`src/rtl/stopwatch_ctrl.sv`:
```
// rtl/stopwatch_ctrl.sv - stopwatch run-control: button conditioning, run/pause/lap FSM, seconds prescaler
// Define STOPWATCH_LAP_EN to enable the lap button, LAP state, lap_load and freeze.
module stopwatch_ctrl #(
  parameter int TICK_DIV = 10_000_000,
  parameter int DEBOUNCE = 16
) (
  input  logic       clk,
  input  logic       rst,
  input  logic       btn_start,
  input  logic       btn_stop,
  input  logic       btn_lap,
  input  logic       btn_clear,
  output logic       tick,
  output logic       count_clr,
  output logic       lap_load,
  output logic       freeze,
  output logic [1:0] state
);

  localparam logic [1:0] S_IDLE  = 2'd0;
  localparam logic [1:0] S_RUN   = 2'd1;
  localparam logic [1:0] S_PAUSE = 2'd2;
  localparam logic [1:0] S_LAP   = 2'd3;

  localparam int PW = (TICK_DIV > 1) ? $clog2(TICK_DIV) : 1;
  localparam int CW = (DEBOUNCE > 1) ? $clog2(DEBOUNCE) : 1;
  localparam logic [PW-1:0] PRESC_MAX = PW'(TICK_DIV - 1);
  localparam logic [CW-1:0] DB_MAX    = CW'(DEBOUNCE - 1);

  // Button vector order: clear, stop, start, then lap when enabled.
`ifdef STOPWATCH_LAP_EN
  localparam int NB = 4;
  logic [NB-1:0] btn_raw;
  assign btn_raw = {btn_lap, btn_start, btn_stop, btn_clear};
`else
  localparam int NB = 3;
  logic [NB-1:0] btn_raw;
  logic          unused_lap;
  assign btn_raw    = {btn_start, btn_stop, btn_clear};
  assign unused_lap = btn_lap;
`endif

  logic [NB-1:0] sync1, sync2, db, db_d, press;
  logic [CW-1:0] db_cnt [NB];

  always_ff @(posedge clk) begin
    if (rst) begin
      sync1 <= '0;
      sync2 <= '0;
      db    <= '0;
      db_d  <= '0;
      press <= '0;
      for (int i = 0; i < NB; i++) db_cnt[i] <= '0;
    end else begin
      sync1 <= btn_raw;
      sync2 <= sync1;
      db_d  <= db;
      press <= db & ~db_d;
      // Level flips only after DEBOUNCE consecutive disagreeing samples.
      for (int i = 0; i < NB; i++) begin
        if (sync2[i] == db[i]) begin
          db_cnt[i] <= '0;
        end else if (db_cnt[i] == DB_MAX) begin
          db[i]     <= ~db[i];
          db_cnt[i] <= '0;
        end else begin
          db_cnt[i] <= db_cnt[i] + 1'b1;
        end
      end
    end
  end

  logic clr_p, stop_p, start_p, lap_p;
  assign clr_p   = press[0];
  assign stop_p  = press[1];
  assign start_p = press[2];
`ifdef STOPWATCH_LAP_EN
  assign lap_p   = press[3];
`else
  assign lap_p   = 1'b0;
`endif

  logic [1:0]    state_next;
  logic [PW-1:0] presc;
  logic          timing;
  logic          tick_next, count_clr_next, lap_load_next, freeze_next;

  assign timing = (state == S_RUN) || (state == S_LAP);

  always_ff @(posedge clk) begin
    if (rst) state <= S_IDLE;
    else     state <= state_next;
  end

  // Per state, the first valid strobe in clear > stop > start > lap order wins.
  always_comb begin
    state_next = state;
    case (state)
      S_IDLE: begin
        if (clr_p)        state_next = S_IDLE;
        else if (start_p) state_next = S_RUN;
      end
      S_RUN: begin
        if (clr_p)        state_next = S_IDLE;
        else if (stop_p)  state_next = S_PAUSE;
        else if (lap_p)   state_next = S_LAP;
      end
      S_PAUSE: begin
        if (clr_p)        state_next = S_IDLE;
        else if (start_p) state_next = S_RUN;
      end
      default: begin
        if (clr_p)        state_next = S_IDLE;
        else if (stop_p)  state_next = S_PAUSE;
        else if (lap_p)   state_next = S_RUN;
      end
    endcase
  end

  always_comb begin
    tick_next      = timing && (presc == PRESC_MAX);
    count_clr_next = clr_p;
`ifdef STOPWATCH_LAP_EN
    lap_load_next  = (state == S_RUN) && lap_p && !clr_p && !stop_p;
    freeze_next    = (state_next == S_LAP);
`else
    lap_load_next  = 1'b0;
    freeze_next    = 1'b0;
`endif
  end

  always_ff @(posedge clk) begin
    if (rst) begin
      tick      <= 1'b0;
      count_clr <= 1'b0;
      lap_load  <= 1'b0;
      freeze    <= 1'b0;
    end else begin
      tick      <= tick_next;
      count_clr <= count_clr_next;
      lap_load  <= lap_load_next;
      freeze    <= freeze_next;
    end
  end

  // Holds while paused so the partial second survives a stop/start.
  always_ff @(posedge clk) begin
    if (rst || state == S_IDLE) begin
      presc <= '0;
    end else if (timing) begin
      if (presc == PRESC_MAX) presc <= '0;
      else                    presc <= presc + 1'b1;
    end
  end

endmodule

```
`config.mk`:
```
export PLATFORM = sky130hd
export DESIGN_NAME = stopwatch_ctrl
export DESIGN_NICKNAME = d
export VERILOG_FILES = /design/src/rtl/stopwatch_ctrl.sv
export SDC_FILE = /design/constraint.sdc
export NUM_CORES = 1
export LEC_CHECK = 0
export BUFFER_PORTS_ARGS = -buffer_cell sky130_fd_sc_hd__buf_2
export CORE_MARGIN = 2
export CORE_UTILIZATION = 35
export DETAILED_ROUTE_END_ITERATION = 8
export HOLD_SLACK_MARGIN = 0.1
export PLACE_DENSITY_LB_ADDON = 0.3
export SLEW_MARGIN = 30
export SYNTH_ARGS = -nofsm -noshare
export SYNTH_HDL_FRONTEND = slang
export SYNTH_SLANG_ARGS = --single-unit
```
`constraint.sdc`:
```
create_clock -name clk -period 3.15 [get_ports clk]
set_input_delay 0 -clock clk [delete_from_list [all_inputs] [get_ports clk]]
set_output_delay 0 -clock clk [all_outputs]
set_load 0.03 [all_outputs]
```
# ---- Word-level counts from Yosys, hierarchy flattened
# Memories as Yosys holds them, arrays and structs flattened.
# Cells that the tools add are included.
dict set report word_totals {
  output_inout_bits 6
  mem_count 1
  inputBits 6
  mem_bits_rw 12
  elab_cells 104
  ff_bits 43
}
# memory depth width read_ports rd_clocked_by_memory_dff wr line
set memory_table {}
lappend memory_table {db_cnt 3 4 3 0 3 44} ;# logic [CW-1:0] db_cnt [NB];
dict set report classes {
  bitwise 17
  mux 50
  addsub 4
  n_reduce_logical 10
  n_eq_ne 11
}
# op count
set op_table {}
lappend op_table {{4-bit two-way mux} 9}
lappend op_table {{1-bit two-way mux} 35}
lappend op_table {{24-bit by 1-bit adder with 24-bit output, second input constant} 1}
lappend op_table {{24-bit == test, second input constant} 1}
lappend op_table {{24-bit two-way mux} 1}
lappend op_table {{4-bit by 1-bit adder with 4-bit output, second input constant} 3}
lappend op_table {{4-bit == test, second input constant} 3}
lappend op_table {{2-bit two-way mux} 5}
lappend op_table {{1-bit OR} 9}
lappend op_table {{2-bit AND reduction} 4}
lappend op_table {{1-bit NOT} 6}
lappend op_table {{2-bit == test, second input constant} 2}
lappend op_table {{3-bit bitwise AND} 1}
lappend op_table {{1-bit == test} 3}
lappend op_table {{3-bit by 1-bit inequality test with 1-bit output, second input constant} 1}
lappend op_table {{3-bit NOT} 1}
lappend op_table {{3-bit nonzero test} 1}
lappend op_table {{2-bit by 1-bit == test with 1-bit output, second input constant} 1}
lappend op_table {{2-bit logical NOT} 1}
lappend op_table {{1-bit logical OR} 2}
lappend op_table {{2-bit OR reduction} 1}
lappend op_table {{1-bit logical AND} 1}

# ---- Depth between registers and ports, before layout
# Gate-level depths: netlist of the first run.
# An unclocked memory read counts as a cell.
dict set report depth {
  ltp_word 8
  mapped_depth 6
  mapped_depth_nobuf 5
}

# ---- Worst setup path after synthesis of the first run
# No wires, ideal clock.
dict set report synth_timing {
  path_kind {flip-flop to flip-flop}
  from {reg presc[0]}
  to {reg presc[20]}
  arrival_ns 1.915
  n_path_buf 1
  setup_ns 0.067
  period_less_slack_ns 1.982
  path_slack_ns 1.168
  required_ns 3.083
  path_stages_with_launch 7
  cell_sequence {dfxtp_1 -> ha_1 -> nand4_1 -> or4_1 -> buf_2 -> or3_1 -> a21oi_2}
}
dict set report synth_between {
  elab_chain_len 2
  word_cells_on_any_way 3
  classes_between {add/sub (1); eq/ne (1); mux (1)}
}
# element line
set synth_lines {}
lappend synth_lines {{start: declaration} 84} ;# logic [PW-1:0] presc;
lappend synth_lines {{start signal: assignment} 152} ;# else presc <= presc + 1'b1;
lappend synth_lines {{24-bit by 1-bit adder with 24-bit output or 24-bit == test (tied branches)} {152, 151}}
lappend synth_lines {{24-bit two-way mux (*)} 151} ;# if (presc == PRESC_MAX) presc <= '0;
# Every way passes the cells marked *; elsewhere a longest branch is shown, timed or not.
# A chain may end at the register's enable or synchronous reset.

# ---- Worst setup path after layout of the first run
# Ends and elaborated chain as after synthesis.

==> key figures, run 1 <==
Status
  – Status: finished clean

Global routing
  – Maximum number of pins on one net before global-route repair: 22
  – Initial antenna violation count: 0
  – Via count of the first global-routing pass: 1530
  – First-pass GRT wire length: 6590 µm
  – GRT Residual Overflow: 0
  – All-layer global routing usage: 11.2%

Detailed routing
  – Remaining number of nets flagged by the antenna check after routing: 0
  – Drt drc: 0
  – Initial detailed-routing violation count: 55
  – Via density per instance: 4.82
  – Total Wirelength: between 3000 and 4000 µm
  – Vias after detailed routing: 1635
  – Pre-antenna DRT Iters: 4
  – Detailed-route wire length per cell: 11.0 µm

Run
  – Total of max-cap violations: 0

Worst setup path
  – Data required time of the worst path: roughly 3400 ps
  – Source of the critical timing path: presc[0]
  – R2R Path Start: presc[0]
  – Launching element type of the critical path: register
  – Setup slack of the most critical reg-to-reg path: 900 ps
  – CP Data Arrival Time: 2490 ps
  – Endpoint type of the worst setup path: register
  – Endpoint of the most critical register-to-register path: presc[20]
  – Setup CP Type: reg -> reg
  – Crit Path Max Fanout: 8
  – Number of cells on the worst reg-to-reg path: 5
  – CP Capture Point: presc[20]

Die
  – Horizontal extent of the die: 85.2 µm
  – Core footprint: 0.00635 mm²
  – Number of placement rows: 29
  – Total die area: between 0.007 and 0.008 mm²
  – Vertical die dimension: 85.2 µm
  – Initial Util: 36.3%
  – Io pins: 12

STA
  – Max Freq: 0.445 GHz
  – Crit share post-route: 71.3%
  – Fin Clk Skew: 13.2 ps
  – Minimum clock period after layout: 2250 ps
  – RSZ-0062 raised after global routing: false
  – Total count of hold-check failures in the final report: 0
  – Total of endpoints with negative setup slack in the final report: 0
  – Normalized max-slew margin: 55.5%
  – Total negative slack: 0 ps
  – Max-slew violation total from the final report: 0
  – Worst Max-Slew Pin Slew: 664 ps

Yosys
  – Primary flip-flop cell chosen by synthesis mapping: dfxtp_1
  – Synth area leader: dfxtp_1
  – #FFs+latches synth: 55
  – Fraction of registers with async set or reset after synthesis: 0%
  – Post-synth top area share: 37.3%
  – Post-synth EDFFs: 12
  – Synth warn: 0
  – Sequential cell area fraction in the yosys report: 53.0%
  – Post-synthesis average cell area: between 9 and 10 µm²
  – Leading post-synthesis cells by cell area: dfxtp_1, edfxtp_1, nor2_1
  – Synth Cell Area: 0.00231 mm²
  – Yosys cell types: 36
  – Number of instances in the synthesized netlist: 235

Clock tree
  – Level count of the clock H-tree: 2
  – Insertion delay to the later sink of the worst-skew pair: 310 ps
  – Clk buf depth: 2
  – Number of clock sinks: 55
  – CTS buffer count: 5
  – Setup Buffers After CTS: 0
  – Clock Tree Root: clkbuf_8
  – CTS tree: done
  – Resize count post-CTS: 0
  – Clock Pin Slew Worst Setup and Hold Paths: 100 ps

Pwr
  – Cell-internal power: 1.01 mW
  – Switching fraction of total power: about a fifth
  – PwrDens: 476 mW/mm²
  – Leakage dissipation: 0.906 nW
  – Switching power: 0.252 mW
  – Clock network power share: 38.9%
  – Sequential power share: just under 60%
  – Pwr Total: about 1.3 mW
  – Combinational share of power: under 10%
  – Worst VDD drop: approximately 0.22 mV

Placement
  – Detailed Place HPWL: 2490 µm
  – Count of input and output buffers: 8
  – Placement-stage cell area: 0.00246 mm²
  – Weighted congestion reported at the end of routability-driven placement: 0.791

Hold path
  – Worst min-delay path class: reg -> reg

Cells and area
  – Design Area, Final: 0.00265 mm²
  – Number of inserted filler cells in the final layout: 615
  – Antenna cell count: 0
  – Net count, final: 271
  – Footprint of the flip-flops and latches: roughly 0.0012 mm²
  – Area overhead of the layout relative to synthesis: 14.8%
  – Area taken by multi-input logic gates: around 0.0011 mm²
  – Layout cells sized above 1: 9.54%
==> stage by stage <==
step	std cells	setup slack, ps	hold slack (ps)	util (%)
2_1_floorplan	247	1170	128	-
3_3_place_gp	324	971	208	38.7
5_1_grt	339	748	396	41.7
4_1_cts	339	902	393	41.7
3_5_place_dp	324	936	216	38.7
6_report	339	903	389	41.7
==> how the worst min path moves through the flow <==
| stage | slack (ps) | cells after the start | end | from |
|---|---|---|---|---|
| 3_5_place_dp | 220 | 2 | sync1[2] | btn_start |
| 5_1_grt | 400 | 1 | press[0] | db_d[0] |
| 2_1_floorplan | 130 | 1 | sync1[0] | btn_clear |
| 4_1_cts | 390 | 1 | press[0] | db_d[0] |
| 6_report | 390 | 1 | press[0] | db_d[0] |
| 3_3_place_gp | 210 | 2 | sync1[2] | btn_start |
==> flip-flops by register name (all words and copies together) (netlist names), 2 cells and up <==
signal	cells
db_cnt	12
db_d	3
press	3
state	2
sync2	3
presc	24
sync1	3
db	3
==> cells in the final DEF (no fill, tap or decap), types with 8 or more instances in the layout <==
cell | Yosys | routed
buf_2 | 1 | 8
xnor2_1 | 14 | 14
a21oi_1 | 8 | 8
xor2_1 | 9 | 9
nand3_1 | 12 | 12
edfxtp_1 | 12 | 12
or3_1 | 11 | 11
o21ai_0 | 9 | 9
conb_1 | 2 | 14
dfxtp_1 | 43 | 43
nor2_1 | 33 | 33
nor2b_1 | 13 | 13
==> repair_timing <==
item | 4_1_cts | 5_1_grt
endpoints found under the setup margin | 0 | 0
hold buffers | 7 | 0
endpoints found under the hold margin | 9 | 0
==> per-layer routing <==
| layer | GRT usage (%) | share of wire, % | wire, µm |
|---|---|---|---|
| met5 | 0 | 0 | 0 |
| met4 | 5.19 | 1.7 | 63 |
| met3 | 2.33 | 3.1 | 115 |
| met2 | 18.3 | 46 | 1720 |
| met1 | 14.3 | 49 | 1820 |
==> final cells by class <==
type	count	share of cell area [%]
clock buffers	6	3.12
clock inverters	2	1.47
inverters	7	0.992
multi-input cells	176	40.2
flip-flops and latches	55	46.1
well taps	77	3.64
repair buffers	16	4.44
==> synthesized netlist by cell type, types with 2 or more instances <==
library cell	n
buf_4	2
nand4_1	7
mux2i_1	4
ha_1	4
conb_1	2
nor4_1	6
nor2b_1	13
nand2_1	7
or3_1	11
dfxtp_1	43
and4_1	2
xnor2_1	14
nand3_1	12
nor3_1	3
or4_1	2
inv_1	7
and4_2	2
nor2_1	33
edfxtp_1	12
and3_1	3
o21ai_0	9
xor2_1	9
a21oi_1	8
clkbuf_1	4
nor4b_1	2
nand2b_1	3
or3_2	2
==> power by group through the flow <==
stage,clock network (mW),registers (mW),logic (mW)
finish,0.490,0.736,0.0335
global route,0.524,0.738,0.0386
CTS,0.509,0.736,0.0336
detailed placement,0,0.752,0.0269
global placement,0,0.752,0.0267
floorplan,0,0.751,0.0241
==> kinds of logic after synthesis <==
group | after synthesis | synth area share, %
and+or+nand+nor | 110 | 25.9
AOI/OAI and AO/OA | 21 | 5.10
adders and majority gates | 4 | 2.17
other | 2 | 0.326
buffers and inverters | 16 | 3.04
DFF | 55 | 53.0
muxes | 4 | 1.74
xor gates and xnor gates | 23 | 8.74
==> critical path, stage by stage, from the launching register on <==
cell and delay, ps:
dfxtp_1 420, ha_1 280, nand4_1 230, or4_1 720
or3_1 410, a21oi_2 130
Power figures use the tool's default switching activity.
==> inputs of run 2 (changes only) <==
--- a/config.mk
+++ b/config.mk
@@ -5,6 +5,7 @@
 export SDC_FILE = /design/constraint.sdc
 export NUM_CORES = 1
 export LEC_CHECK = 0
+export ABC_AREA = 1
 export BUFFER_PORTS_ARGS = -buffer_cell sky130_fd_sc_hd__buf_2
 export CORE_MARGIN = 2
 export CORE_UTILIZATION = 35
==> constraint.sdc (replaced) <==
create_clock -name clk -period 2.2 [get_ports clk]
set_input_delay 0 -clock clk [delete_from_list [all_inputs] [get_ports clk]]
set_output_delay 0 -clock clk [all_outputs]
set_load 0.03 [all_outputs]
==> run 2 against run 1 <==
Clock power is 40% higher. Cell area is 9.5% higher. Total power is 43% higher. Core utilization is 0.53 points higher. Worst hold slack better by 7.2 ps. Register-to-register slack worse by 340 ps. Via count is 25% higher. Die area is 8.8% higher. Final cell count is 37% higher. Combinational power is 65% higher. Non-clock buffer count is 3 higher.
==> key figures, run 2 <==
Status
  – Status: finished clean

Yosys
  – Fraction of registers with async set or reset after synthesis: 0% (unchanged)
  – Synth Cell Area: 0.00252 mm² (+9.3%)
  – Cell with the most instances after synthesis: nor2_1
  – Post-synth top area share: 34.2% (-3.2 points)
  – Primary flip-flop cell chosen by synthesis mapping: dfxtp_1
  – Synth warn: 0 (unchanged)
  – #FFs+latches synth: 55 (unchanged)
  – Post-synthesis average cell area: 7.52 µm² (-23%)
  – Most used standard cells in the synthesized netlist: nor2_1, nand2_1, dfxtp_1, inv_1, nand3_1
  – Leading post-synthesis cells by cell area: dfxtp_1, edfxtp_1, nor2_1
  – Post-synth EDFFs: 12 (unchanged)
  – Sequential cell area fraction in the yosys report: 48.5% (-4.5 points)
  – Number of instances in the synthesized netlist: 335 (+43%)
  – Synth area leader: dfxtp_1
  – Yosys cell types: 27 (-25%)

Run
  – Total of max-cap violations: 0 (unchanged)

Worst setup path
  – Maximum single-stage delay on the critical path: 540 ps (-180 ps)
  – Cell with the largest stage delay on the worst path: dfxtp_1
  – R2R Path Start: state[0]
  – Critical path buffer and inverter count: 1 (+1)
  – Setup slack of the most critical reg-to-reg path: 560 ps (-340 ps)
  – Dominant delay contributor by cell family on the critical path: simple AND/OR/NAND/NOR gates
  – Crit Path Max Fanout: 11 (+3)
  – Launching element type of the critical path: register
  – CP Data Arrival Time: 1830 ps (-660 ps)
  – Number of cells on the worst reg-to-reg path: 7 (+2)
  – Endpoint type of the worst setup path: register
  – Cells along the critical path: buf_4, nand3_2, nor2_4, nand2_1, nor2_2, xor2_1, nor2_1
  – Setup CP Type: reg -> reg
  – Endpoint of the most critical register-to-register path: presc[16]
  – Data required time of the worst path: 2390 ps (-1010 ps)

Global routing
  – Via count of the first global-routing pass: 1884 (+23%)
  – Initial antenna violation count: 0 (unchanged)
  – GRT Residual Overflow: 0 (unchanged)
  – Most utilized layer in the global route result: met2
  – Met3 capacity usage during global routing: 3.17% (+0.84 points)
  – All-layer global routing usage: 13.3% (+2.1 points)
  – Met1 layer usage reported by global route: 16.5% (+2.2 points)
  – First-pass GRT wire length: 8160 µm (+24%)
  – Maximum number of pins on one net before global-route repair: 19 (-14%)
  – Fraction of met2 tracks used by global routing: 22.3% (+4.1 points)

Hold path
  – Worst hold stages: 1 (unchanged)
  – Worst Min Path Start: db_d[2]
  – Worst min-delay path class: reg -> reg
  – Hold Crit Endpoint: press[2]

Pwr
  – PwrDens: 620 mW/mm² (+30%)
  – Pwr Total: 1.80 mW (+43%)
  – Leakage dissipation: 1.05 nW (+16%)
  – Worst VDD drop: 0.438 mV (+100%)

STA
  – Minimum clock period after layout: 1640 ps (-607 ps)
  – Max-slew violation total from the final report: 0 (unchanged)
  – Crit share post-route: 74.5% (+3.2 points)
  – Total count of hold-check failures in the final report: 0 (unchanged)
  – Max Freq: 0.610 GHz (+37%)
  – Fin Clk Skew: 5.41 ps (-7.78 ps)
  – Total of endpoints with negative setup slack in the final report: 0 (unchanged)
  – RSZ-0062 raised after global routing: false
  – Total negative slack: 0 ps (unchanged)

Die
  – Core footprint: 0.00687 mm² (+8.2%)
  – Io pins: 12 (unchanged)
  – Number of placement rows: 30 (+3.4%)
  – Vertical die dimension: 88.9 µm (+4.3%)
  – Total die area: 0.00789 mm² (+8.8%)
  – Initial Util: 36.7% (+0.37 points)
  – Horizontal extent of the die: 88.9 µm (+4.3%)

Cells and area
  – Most frequent cells in the layout: nor2_1, nand2_1, dfxtp_1
  – Area overhead of the layout relative to synthesis: 15.1%
  – Leading cell type in the layout, fill and taps excluded: nor2_1
  – Design Area, Final: 0.00290 mm² (+9.5%)
  – Footprint of the flip-flops and latches: 0.00122 mm² (unchanged)
  – Number of inserted filler cells in the final layout: 698 (+13%)
  – Net count, final: 376 (+39%)
  – Antenna cell count: 0 (unchanged)
  – Register containing the most flip-flops in the final layout: presc
  – Area taken by multi-input logic gates: 0.00115 mm² (+8.2%)
  – Layout cells sized above 1: 8.72% (-0.82 points)
  – Number of flip-flops in the largest register: 24 (unchanged)
  – Leading registers by flop count: presc x24, db_cnt x12

Clock tree
  – Clock Tree Root: clkbuf_8
  – CTS buffer count: 5 (unchanged)
  – Level count of the clock H-tree: 2 (unchanged)
  – Clock Pin Slew Worst Setup and Hold Paths: 100 ps (about the same)
  – Setup Buffers After CTS: 0 (unchanged)
  – Number of clock sinks: 55 (unchanged)
  – Insertion delay to the later sink of the worst-skew pair: 310 ps (about the same)
  – CTS tree: done
  – Clk buf depth: 2 (unchanged)

Detailed routing
  – Total Wirelength: 4570 µm (+23%)
  – Detailed-route wire length per cell: 9.87 µm (-9.9%)
  – Via density per instance: 4.41 (-8.5%)
  – Vias after detailed routing: 2044 (+25%)
  – Drt drc: 0 (unchanged)
  – Initial detailed-routing violation count: 98 (+78%)
  – Remaining number of nets flagged by the antenna check after routing: 0 (unchanged)
  – Pre-antenna DRT Iters: 4 (unchanged)

Placement
  – Count of input and output buffers: 8 (unchanged)
  – Detailed Place HPWL: 3340 µm (+34%)
  – Weighted congestion reported at the end of routability-driven placement: 0.817 (+3.3%)
  – Placement-stage cell area: 0.00271 mm² (+10%)
[run 2: cells by family (layout without fill, tap and decap cells)]
group	Yosys count	count (layout)	share of synthesized area (%)
xor gates and xnor gates	9	9	3.13
buffers and inverters	47	67	7.60
DFF	55	55	48.5
AOI/OAI and AO/OA	27	27	5.76
other	2	14	0.298
and+or+nand+nor	191	191	32.8
adders and majority gates	4	4	1.99
[run 2: cell type report]
cell class              instances  area share, %
clock buffers                   5           2.37
clock inverters                 3           1.64
inverters                      40           5.18
multi-input cells             245           39.7
flip-flops and latches         55           42.1
well taps                      96           4.14
repair buffers                 19           4.83
[run 2: repair_timing]
| item | 4_1_cts | 5_1_grt |
|---|---|---|
| endpoints found under the hold margin | 17 | 0 |
| hold buffers | 7 | 0 |
| resized for setup | 0 | 0 |
[run 2: worst register-to-register path: stages, from the launching register on]
cell and delay, ps:
dfxtp_1 540, buf_4 230, nand3_2 110, nor2_4 150, nand2_1 110, nor2_2 170, xor2_1 160, nor2_1 50
[run 2: metal layers]
layer | wire (µm) | share of wire [%] | vias up
met5 | 0 | 0 | -
met4 | 61 | 1.3 | 0
met3 | 174 | 3.8 | 4
met2 | 2150 | 47 | 26
met1 | 2180 | 48 | 898
li1 | - | - | 1116
[run 2: worst max path at each step]
| stage | slack (ps) | startpoint | cells past startpoint | endpoint |
|---|---|---|---|---|
| 3_3_place_gp | 580 | state[0] | 7 | presc[16] |
| 4_1_cts | 540 | state[0] | 7 | presc[16] |
| 3_5_place_dp | 570 | state[0] | 7 | presc[16] |
| 6_report | 560 | state[0] | 7 | presc[16] |
| 5_1_grt | 410 | state[0] | 8 | presc[19] |
| 2_1_floorplan | 750 | state[0] | 6 | presc[16] |
[run 2: report_power, final]
| group | switching, mW | total, mW | internal (mW) |
|---|---|---|---|
| clock | 0.342 | 0.687 | 0.346 |
| combinational | 0.0318 | 0.0553 | 0.0235 |
| sequential | 0.00972 | 1.06 | 1.05 |
| total | 0.383 | 1.80 | 1.42 |
[run 2: stage by stage]
step / instances / hold slack, ps / utilization [%] / setup WS [ps]
after global placement: 448 / 205 / 39.5 / 583
after CTS: 463 / 398 / 42.2 / 538
after global routing: 463 / 415 / 42.2 / 409
after detailed placement: 448 / 209 / 39.5 / 568
after floorplan: 347 / 107 / - / 748
final: 463 / 396 / 42.2 / 560
